<file path="src/rtl/cp0_pkg.sv">
// Shared constants and types for the CP0 exception/interrupt controller.
package cp0_pkg;
    localparam logic [4:0] CP0_SR    = 5'd12;
    localparam logic [4:0] CP0_CAUSE = 5'd13;
    localparam logic [4:0] CP0_EPC   = 5'd14;
    localparam logic [4:0] CP0_PRID  = 5'd15;

    localparam logic [4:0] EXC_INT  = 5'd0;
    localparam logic [4:0] EXC_ADEL = 5'd4;
    localparam logic [4:0] EXC_ADES = 5'd5;
    localparam logic [4:0] EXC_RI   = 5'd10;
    localparam logic [4:0] EXC_OV   = 5'd12;

    localparam logic [31:0] CP0_VECTOR = 32'h0000_4180;

    typedef enum logic {
        MODE_NORMAL  = 1'b0,
        MODE_HANDLER = 1'b1
    } mode_e;

    // A delay-slot victim restarts at its branch, one word earlier.
    function automatic logic [31:0] victim_pc(input logic [31:0] pc, input logic bd);
        logic [31:0] v;
        v = bd ? pc - 32'd4 : pc;
        return {v[31:2], 2'b00};
    endfunction
endpackage

</file>
<file path="src/rtl/cp0_ctrl_if.sv">
// Pipeline-side bus of the CP0 controller: mfc0/mtc0, M-stage exception info, flush request.
interface cp0_ctrl_if;
    logic [4:0]  rd_addr;
    logic [4:0]  wr_addr;
    logic [31:0] wr_data;
    logic        we;
    logic [31:0] pc_m;
    logic        bd_m;
    logic [4:0]  exc_code_m;
    logic        eret_m;
    logic [5:0]  hw_int;
    logic [31:0] rd_data;
    logic [31:0] epc;
    logic        req;
    logic [31:0] handler_pc;

    modport master (
        output rd_addr, wr_addr, wr_data, we, pc_m, bd_m, exc_code_m, eret_m, hw_int,
        input  rd_data, epc, req, handler_pc
    );

    modport slave (
        input  rd_addr, wr_addr, wr_data, we, pc_m, bd_m, exc_code_m, eret_m, hw_int,
        output rd_data, epc, req, handler_pc
    );
endinterface

</file>
<file path="src/rtl/cp0_int_arb.sv">
// Combinational request arbitration: masked interrupts beat synchronous exceptions.
module cp0_int_arb
    import cp0_pkg::*;
(
    input  logic [5:0] hw_int,
    input  logic [5:0] im,
    input  logic       ie,
    input  logic       exl,
    input  logic [4:0] exc_code_m,
    output logic       req,
    output logic [4:0] exc_code
);
    logic int_pend;
    logic exc_pend;

    always_comb begin
        int_pend = (|(hw_int & im)) & ie & ~exl;
        exc_pend = (exc_code_m != EXC_INT) & ~exl;
        req      = int_pend | exc_pend;
        exc_code = int_pend ? EXC_INT : exc_code_m;
    end
endmodule

</file>
<file path="src/rtl/cp0_ctrl.sv">
// CP0 register file (SR/Cause/EPC/PrID) and NORMAL/HANDLER mode for the M-stage flush request.
module cp0_ctrl
    import cp0_pkg::*;
#(
    parameter logic [31:0] PRID_VAL   = 32'h2020_0701,
    parameter logic [31:0] HANDLER_PC = CP0_VECTOR
) (
    input  logic       clk,
    input  logic       reset,
    cp0_ctrl_if.slave  bus
);
    mode_e       mode_q, mode_d;
    logic        exl;
    logic [5:0]  sr_im_q;
    logic        sr_ie_q;
    logic        cause_bd_q;
    logic [5:0]  cause_ip_q;
    logic [4:0]  cause_exc_q;
    logic [31:0] epc_q;
    logic        req;
    logic [4:0]  exc_sel;
    logic        wr_sr;
    logic        wr_epc;

    cp0_int_arb u_arb (
        .hw_int     (bus.hw_int),
        .im         (sr_im_q),
        .ie         (sr_ie_q),
        .exl        (exl),
        .exc_code_m (bus.exc_code_m),
        .req        (req),
        .exc_code   (exc_sel)
    );

    // An entry in the same cycle swallows the mtc0.
    assign wr_sr  = bus.we & (bus.wr_addr == CP0_SR)  & ~req;
    assign wr_epc = bus.we & (bus.wr_addr == CP0_EPC) & ~req;

    always_ff @(posedge clk) begin
        if (!reset) mode_q <= MODE_NORMAL;
        else        mode_q <= mode_d;
    end

    // eret outranks an mtc0 to SR for the EXL bit only.
    always_comb begin
        mode_d = mode_q;
        if (req)              mode_d = MODE_HANDLER;
        else if (bus.eret_m)  mode_d = MODE_NORMAL;
        else if (wr_sr)       mode_d = bus.wr_data[1] ? MODE_HANDLER : MODE_NORMAL;
    end

    always_comb begin
        exl = (mode_q == MODE_HANDLER);
    end

    always_ff @(posedge clk) begin
        if (!reset) begin
            sr_im_q     <= '0;
            sr_ie_q     <= 1'b0;
            cause_bd_q  <= 1'b0;
            cause_ip_q  <= '0;
            cause_exc_q <= '0;
            epc_q       <= '0;
        end else begin
            cause_ip_q <= bus.hw_int;
            if (req) begin
                cause_bd_q  <= bus.bd_m;
                cause_exc_q <= exc_sel;
                epc_q       <= victim_pc(bus.pc_m, bus.bd_m);
            end else begin
                if (wr_sr) begin
                    sr_im_q <= bus.wr_data[15:10];
                    sr_ie_q <= bus.wr_data[0];
                end
                if (wr_epc) epc_q <= {bus.wr_data[31:2], 2'b00};
            end
        end
    end

    always_comb begin
        case (bus.rd_addr)
            CP0_SR:    bus.rd_data = {16'h0000, sr_im_q, 8'h00, exl, sr_ie_q};
            CP0_CAUSE: bus.rd_data = {cause_bd_q, 15'h0000, cause_ip_q, 3'b000, cause_exc_q, 2'b00};
            CP0_EPC:   bus.rd_data = epc_q;
            CP0_PRID:  bus.rd_data = PRID_VAL;
            default:   bus.rd_data = 32'h0000_0000;
        endcase
    end

    assign bus.epc        = epc_q;
    assign bus.req        = req;
    assign bus.handler_pc = HANDLER_PC;
endmodule
</file>
<file path="src/flat_wrapper.sv">
// flat-port wrapper written by rule: the top's interface ports become plain ports
module cp0_ctrl_flat import cp0_pkg::*;
#(
    parameter logic [31:0] PRID_VAL   = 32'h2020_0701,
    parameter logic [31:0] HANDLER_PC = CP0_VECTOR
)
  (clk, reset, bus_rd_addr, bus_wr_addr, bus_wr_data, bus_we, bus_pc_m, bus_bd_m, bus_exc_code_m, bus_eret_m, bus_hw_int, bus_rd_data, bus_epc, bus_req, bus_handler_pc);
  cp0_ctrl_if bus_i ();
  input  logic clk;
  input  logic reset;
  input wire logic [$bits(bus_i.rd_addr)-1:0] bus_rd_addr;
  input wire logic [$bits(bus_i.wr_addr)-1:0] bus_wr_addr;
  input wire logic [$bits(bus_i.wr_data)-1:0] bus_wr_data;
  input wire logic [$bits(bus_i.we)-1:0] bus_we;
  input wire logic [$bits(bus_i.pc_m)-1:0] bus_pc_m;
  input wire logic [$bits(bus_i.bd_m)-1:0] bus_bd_m;
  input wire logic [$bits(bus_i.exc_code_m)-1:0] bus_exc_code_m;
  input wire logic [$bits(bus_i.eret_m)-1:0] bus_eret_m;
  input wire logic [$bits(bus_i.hw_int)-1:0] bus_hw_int;
  output wire logic [$bits(bus_i.rd_data)-1:0] bus_rd_data;
  output wire logic [$bits(bus_i.epc)-1:0] bus_epc;
  output wire logic [$bits(bus_i.req)-1:0] bus_req;
  output wire logic [$bits(bus_i.handler_pc)-1:0] bus_handler_pc;
  assign bus_i.rd_addr = bus_rd_addr;
  assign bus_i.wr_addr = bus_wr_addr;
  assign bus_i.wr_data = bus_wr_data;
  assign bus_i.we = bus_we;
  assign bus_i.pc_m = bus_pc_m;
  assign bus_i.bd_m = bus_bd_m;
  assign bus_i.exc_code_m = bus_exc_code_m;
  assign bus_i.eret_m = bus_eret_m;
  assign bus_i.hw_int = bus_hw_int;
  assign bus_rd_data = bus_i.rd_data;
  assign bus_epc = bus_i.epc;
  assign bus_req = bus_i.req;
  assign bus_handler_pc = bus_i.handler_pc;
  cp0_ctrl #(.PRID_VAL(PRID_VAL), .HANDLER_PC(HANDLER_PC)) u_core (.clk(clk), .reset(reset), .bus(bus_i));
endmodule
</file>
<file path="config.mk">
export PLATFORM = sky130hd
export DESIGN_NAME = cp0_ctrl_flat
export DESIGN_NICKNAME = d
export VERILOG_FILES = /design/src/rtl/cp0_pkg.sv /design/src/rtl/cp0_ctrl_if.sv /design/src/rtl/cp0_int_arb.sv /design/src/rtl/cp0_ctrl.sv /design/src/flat_wrapper.sv
export SDC_FILE = /design/constraint.sdc
export NUM_CORES = 1
export LEC_CHECK = 0
export ABC_AREA = 1
export BUFFER_PORTS_ARGS = -buffer_cell sky130_fd_sc_hd__buf_2
export CAP_MARGIN = 10
export CORE_MARGIN = 1.5
export CORE_UTILIZATION = 40
export CTS_CLUSTER_DIAMETER = 100
export DETAILED_ROUTE_END_ITERATION = 7
export GPL_TIMING_DRIVEN = 0
export PLACE_DENSITY_LB_ADDON = 0.2
export SETUP_SLACK_MARGIN = 0.15
export SKIP_CTS_REPAIR_TIMING = 1
export SYNTH_ARGS = -nofsm -noshare
export SYNTH_HDL_FRONTEND = slang
export SYNTH_SLANG_ARGS = --single-unit
</file>
<file path="constraint.sdc">
create_clock -name clk -period 1.39 [get_ports clk]
set_input_delay 0.139 -clock clk [delete_from_list [all_inputs] [get_ports clk]]
set_output_delay 0.139 -clock clk [all_outputs]
set_load 0.01 [all_outputs]
</file>
==> flow_summary.ini, run 1 <==
[floorplanning]
die_w_um = 98.8
die_h_um = 98.8
coreArea_um2 = 8810
initial_core_util_pct = 41.7
rows = 34
ios = 187
dieArea_um2 = 9760

[layout]
n_fill_cell = 871
instances_no_fill = 925
areaGrowthSynthToFinish_pct = 47.4
nets = 908
fin_area_um2 = 5410
drive_gt1_share_pct = 39.4
antenna_cells = 0

[synthesis]
yosysSeqAreaShare_pct = 27.3
synth_area_leaders = dfxtp_1 (27%), nand2_1 (20%), nor2_1 (8.6%)
synth_top_area_share_pct = 27.3
syn_area_um2 = 3670
ys_types = 36
synth_warnings = 0
syn_inst = 603
synth_area_per_cell_um2 = 6.09
synth_top_area_cell = dfxtp_1
ys_seq_elements = 50

[worst_setup_path]
crit_slowest_cell = dfxtp_2
cp.required_ns = 1.25
cp.arrival_ns = 1.52
slowest_delay_ns = 0.34
crit_top_cell = nand2_1
worstSetupPathType = flip-flop to primary output
critical_path.max_fanout = 5
path_cells = nand2_1 > nand2_1 > nor2_1 > nand2_1 > nand3_2 > nand2_2 > buf_12 > buf_12 > buf_6
start_kind = flip-flop
end_kind = primary output

[clock_tree]
clock-sinks = 50
cts.clk_slew.worst_paths_ns = 0.10
tritoncts = built
clock-root-buffer = clkbuf_8
htreeDepth = 2
clk_path_buf_depth = 2
clock_latency_ns = 0.31
numCtsBuffers = 5

[flow_run]
cap_violations = 0

[run_status]
violations = design-rule violations, negative setup slack
outcome = finished, violations left

[timing]
clock_skew_ns = 0.00658
tightest_slew_ns = 0.614
drv_slew = 0
finalSetupViolCount = 44
finalHoldViolCount = 0
rsz0062_at_grt = yes
worst_hold_slack_ns = 0.0134
setup_tns_ns = -7.27
fmax_mhz = 602
finalCritPeriodShare_pct = 120
timing.slew.headroom_pct = 59.1
layout_setup_ws_ns = -0.272
min_period_ns = 1.66

[hold_path]
worstHoldPathType = input pin to flip-flop

[detailed_routing]
wl_per_cell_um = 15.2
drc = 14
num_vias = 4568
finalWirelength_mm = 14.1
drt_iter0_drc = 237
drt-vias-per-instance = 4.94
dr.pass1.iters = 8
final_antenna_net_count = 0

[global_route]
grt_pass1_vias = 4005
antenna_found_initial = 0
grt_pass1_wl_mm = 19.9
grt_use_total_pct = 25.9
grt_max_degree = 16
gr-total-overflow = 0

[place]
gp_congestion = 0.911
io_buffers = 149
hpwl_mm = 10.4
placed_cells = 892
dpl-instance-area_um2 = 4690

[power_and_ir_drop]
peakVddDrop_v = 0.000447
leakage_uw = 0.00290
p_per_area_nw_per_um2 = 687
-- flip-flops by register name (all words and copies together) (netlist names) --
| signal | cells |
|---|---|
| u_core.cause_bd_q | 1 |
| u_core.sr_ie_q | 1 |
| u_core.cause_ip_q | 6 |
| u_core.bus.epc | 30 |
| u_core.cause_exc_q | 5 |
| u_core.exl | 1 |
| u_core.sr_im_q | 6 |
-- metrics by stage --
| step | worst slack [ns] | total power (uW) | utilization (%) |
|---|---|---|---|
| detailed placement | -0.443 | 2640 | 53.3 |
| global route | -0.322 | 3880 | 61.4 |
| floorplan | 0.0661 | 2220 | - |
| CTS | -0.469 | 3490 | 54.2 |
| global placement | -0.442 | 2630 | 53.3 |
| finish | -0.272 | 3720 | 61.4 |
-- Yosys cell counts --
cell	n
xor2_1	6
a211oi_1	1
a22o_1	3
nand2_2	4
clkbuf_8	1
a32o_1	1
inv_1	61
a31oi_1	6
inv_2	4
nand2_1	192
xnor2_1	8
o211a_1	1
o21ai_1	4
buf_6	3
nor3_1	4
a21oi_1	29
nor2_1	84
nand2_4	1
nor3_2	1
clkbuf_1	8
nand3_2	3
nor3b_2	1
ha_1	1
dfxtp_1	50
nor2_2	1
a21o_1	1
a21oi_2	1
nor2_4	7
o21ai_0	34
conb_1	2
nand4_1	9
nor2_8	1
buf_2	2
nand3_1	25
buf_4	41
or2_2	2
-- path summary, 6_finish.rpt --
path | start | to | slack [ns] | cells after the start
setup / recovery | u_core.sr_im_q[5] | bus_req | -0.27 | 9
hold / removal | bus_hw_int[1] | u_core.cause_ip_q[1] | 0.01 | 3
setup reg to reg | u_core.sr_im_q[5] | u_core.bus.epc[25] | -0.26 | 12
hold reg to reg | u_core.cause_exc_q[3] | u_core.cause_exc_q[3] | 0.48 | 2
-- where the power goes --
part / total, uW / internal [uW] / switching, uW
clock network: 874 / 350 / 525
logic: 1220 / 545 / 671
registers: 1630 / 1540 / 85.5
-- logic make-up (layout without fill, tap and decap cells) --
family | count (synthesis) | count (layout) | share of synthesized area [%]
compound gates | 81 | 81 | 12.1
xor+xnor | 14 | 14 | 3.34
fa+ha+maj | 1 | 1 | 0.341
buf+inv | 120 | 302 | 17.4
flops | 50 | 50 | 27.3
other cells | 2 | 34 | 0.205
simple gates | 335 | 335 | 39.3
-- placed cells by master (no fill, tap or decap), types with 4 or more instances in the layout --
master / count
o21ai_1: 10
nand2_1: 170
dfxtp_2: 8
o21ai_0: 24
nor2_2: 8
nor3_1: 4
clkbuf_8: 5
xor2_1: 6
nand2_2: 19
dfxtp_1: 42
a21oi_2: 9
xnor2_1: 8
nand3_2: 9
a31oi_1: 6
nand3_1: 18
buf_2: 143
buf_6: 15
o21ai_2: 4
inv_2: 7
nor2_4: 10
buf_8: 8
a21oi_1: 21
conb_1: 34
buf_4: 52
nor2_1: 74
nand2_4: 8
inv_1: 56
clkbuf_1: 6
nand4_1: 9
-- metal layers --
metal  GRT usage [%]  up-vias  routed length (um)
met5               0        -                   0
met4            7.80        0                 228
met3            5.18       16                1360
met2            43.8      245                6610
met1            33.4     2060                5870
li1                -     2247                   -
-- cell type report --
| cell class | count | area, um2 | area share (%) |
|---|---|---|---|
| multi-input cells | 465 | 2370 | 43.9 |
| repair buffers | 175 | 1070 | 19.9 |
| flip-flops and latches | 50 | 1010 | 18.7 |
| plain buffers | 55 | 479 | 8.86 |
| inverters | 65 | 254 | 4.70 |
| well taps | 108 | 135 | 2.50 |
| clock buffers | 5 | 68.8 | 1.27 |
| clock inverters | 2 | 13.8 | 0.255 |
-- critical path, delay by kind of cell (launching register included) --
family	cells	cell delay (ns)
AND/OR/NAND/NOR	6	0.46
flip-flops	1	0.34
buffers and inverters	3	0.40
Power figures use the tool's default switching activity.
==> run 2, diff against run 1 <==
- HOLD_SLACK_MARGIN: unset -> 0.03
==> run 2 against run 1 <==
Effect of this change: the run still ends with design-rule violations, negative setup slack left; global-route usage did not move; setup slack gained 0.0024 ns; register-to-register slack barely moved; worst hold slack better by 0.011 ns; utilization grew 0.23 points; design area rose by 0.37%; non-clock buffer count increased by 2.
==> flow_summary.ini, run 2 (synthesized netlist as in run 1, its figures left out) <==
[run_status]
outcome = finished, violations left
violations = design-rule violations, negative setup slack

[floorplanning]
ios = 187
dieArea_um2 = 9760
initial_core_util_pct = 41.7
coreArea_um2 = 8810
die_h_um = 98.8
rows = 34
die_w_um = 98.8

[timing]
fmax_mhz = 603
finalSetupViolCount = 44
drv_slew = 0
rsz0062_at_grt = yes
clock_skew_ns = 0.00631
setup_tns_ns = -7.07
worst_hold_slack_ns = 0.0241
layout_setup_ws_ns = -0.270
min_period_ns = 1.66
tightest_slew_ns = 0.625
timing.slew.headroom_pct = 58.4
finalHoldViolCount = 0
finalCritPeriodShare_pct = 119

[clock_tree]
clock-root-buffer = clkbuf_8
numCtsBuffers = 5
clock_latency_ns = 0.31
clock-sinks = 50
cts.clk_slew.worst_paths_ns = 0.10
htreeDepth = 2
clk_path_buf_depth = 2
tritoncts = built

[power_and_ir_drop]
p_per_area_nw_per_um2 = 684
seqPwrFrac_pct = 43.8
leakage_uw = 0.00290
power_switching_uw = 1280
total_power_uw = 3710
clock_power_share_pct = 23.4
peakVddDrop_v = 0.000445
pwr-share-comb_pct = 32.8
internal_power_uw = 2440
switching_share_pct = 34.4

[layout]
drive_gt1_share_pct = 39.3
nets = 910
layout_commonest_cell = nand2_1
regArea_um2 = 1010
antenna_cells = 0
n_fill_cell = 868
finish.utilization_pct = 61.6
layout_common_cells = nand2_1 (170), buf_2 (143), nor2_1 (74), inv_1 (56), buf_4 (52)
multi_input_area_um2 = 2370
largest_reg_flops = 30
areaGrowthSynthToFinish_pct = 47.9

[worst_setup_path]
crit-reg2reg-capture = u_core.bus.epc[25]
ff2ff_path_depth = 12
r2r_slack_ns = -0.26
slowest_delay_ns = 0.34
critical_path.max_fanout = 5
end_kind = primary output
crit_start = u_core.sr_im_q[5]
cp.required_ns = 1.25
worstSetupPathDepth = 9
crit_end = bus_req
crit_family = simple AND/OR/NAND/NOR gates
crit_slowest_cell = dfxtp_2
path_cells = nand2_1 > nand2_1 > nor2_1 > nand2_1 > nand3_2 > nand2_2 > buf_12 > buf_12 > buf_6
critPathBufInv = 3
start_kind = flip-flop
cp.arrival_ns = 1.52
crit_top_cell = nand2_1
worstSetupPathType = flip-flop to primary output
r2r_start = u_core.sr_im_q[5]

[place]
io_buffers = 149
hpwl_mm = 10.4
gp_congestion = 0.911
place_worst_setup_slack_ns = -0.443

[detailed_routing]
dr.pass1.iters = 8
wl_per_cell_um = 15.1
finalWirelength_mm = 14.0
num_vias = 4572
drt_iter0_drc = 268
drc = 14
drt-vias-per-instance = 4.93
final_antenna_net_count = 0

[global_route]
grt_use_total_pct = 25.9
gr-total-overflow = 0
grt_pass1_wl_mm = 19.9
antenna_found_initial = 0
grt_pass1_vias = 4005
grt_max_degree = 16

[flow_run]
cap_violations = 0

[hold_path]
worstHoldPathType = input pin to flip-flop
-- run 2: changes by cell type in the layout (fill, tap and decap cells not counted), sizes merged --
cell and delta:
dlygate4sd3 +2
-- run 2: per-layer routing --
| metal | up-vias | GRT usage [%] | part of all wire [%] |
|---|---|---|---|
| met4 | 0 | 7.80 | 2.1 |
| met1 | 2068 | 33.4 | 41 |
| met2 | 230 | 43.8 | 47 |
| met3 | 22 | 5.18 | 9.3 |
| li1 | 2252 | - | - |
| met5 | - | 0 | 0 |
-- run 2: worst min-delay path by stage --
stage / from / to / slack (ns) / cells after the start
global route: bus_hw_int[5] / u_core.cause_ip_q[5] / 0.02 / 3
floorplan: bus_hw_int[0] / u_core.cause_ip_q[0] / 0.23 / 2
detailed placement: bus_hw_int[1] / u_core.cause_ip_q[1] / 0.34 / 3
global placement: bus_hw_int[2] / u_core.cause_ip_q[2] / 0.33 / 3
CTS: bus_hw_int[3] / u_core.cause_ip_q[3] / 0.02 / 3
finish: bus_hw_int[5] / u_core.cause_ip_q[5] / 0.02 / 3
-- run 2: final cells by class --
type | instances | area share [%]
multi-input cells | 465 | 43.7
plain buffers | 55 | 8.83
inverters | 65 | 4.68
clock inverters | 2 | 0.254
flip-flops and latches | 50 | 18.6
repair buffers | 177 | 20.1
well taps | 108 | 2.49
clock buffers | 5 | 1.27
-- run 2: per-stage QoR --
| stage | cells | area [um2] |
|---|---|---|
| 2_1_floorplan | 635 | 3810 |
| 3_3_place_gp | 892 | 4690 |
| 3_5_place_dp | 892 | 4690 |
| 4_1_cts | 899 | 4780 |
| 5_1_grt | 927 | 5430 |
| 6_report | 927 | 5430 |
-- run 2: worst register-to-register path, cell delays in order (launching register included) --
cell and delay (ns):
dfxtp_2 0.34, nand2_1 0.06, nand2_1 0.05, nor2_1 0.09, nand2_1 0.09, nand3_2 0.08
nand2_2 0.09, buf_12 0.16, buf_12 0.13, nor2_8 0.16, clkbuf_16 0.17, nand2_1 0.05
a21oi_1 0.11
-- run 2: power groups by stage --
stage,clock network (uW),logic (uW),registers (uW)
6_report,871,1220,1630
5_1_grt,931,1320,1640
3_3_place_gp,0,980,1650
4_1_cts,880,994,1610
3_5_place_dp,0,991,1650
2_1_floorplan,0,557,1670
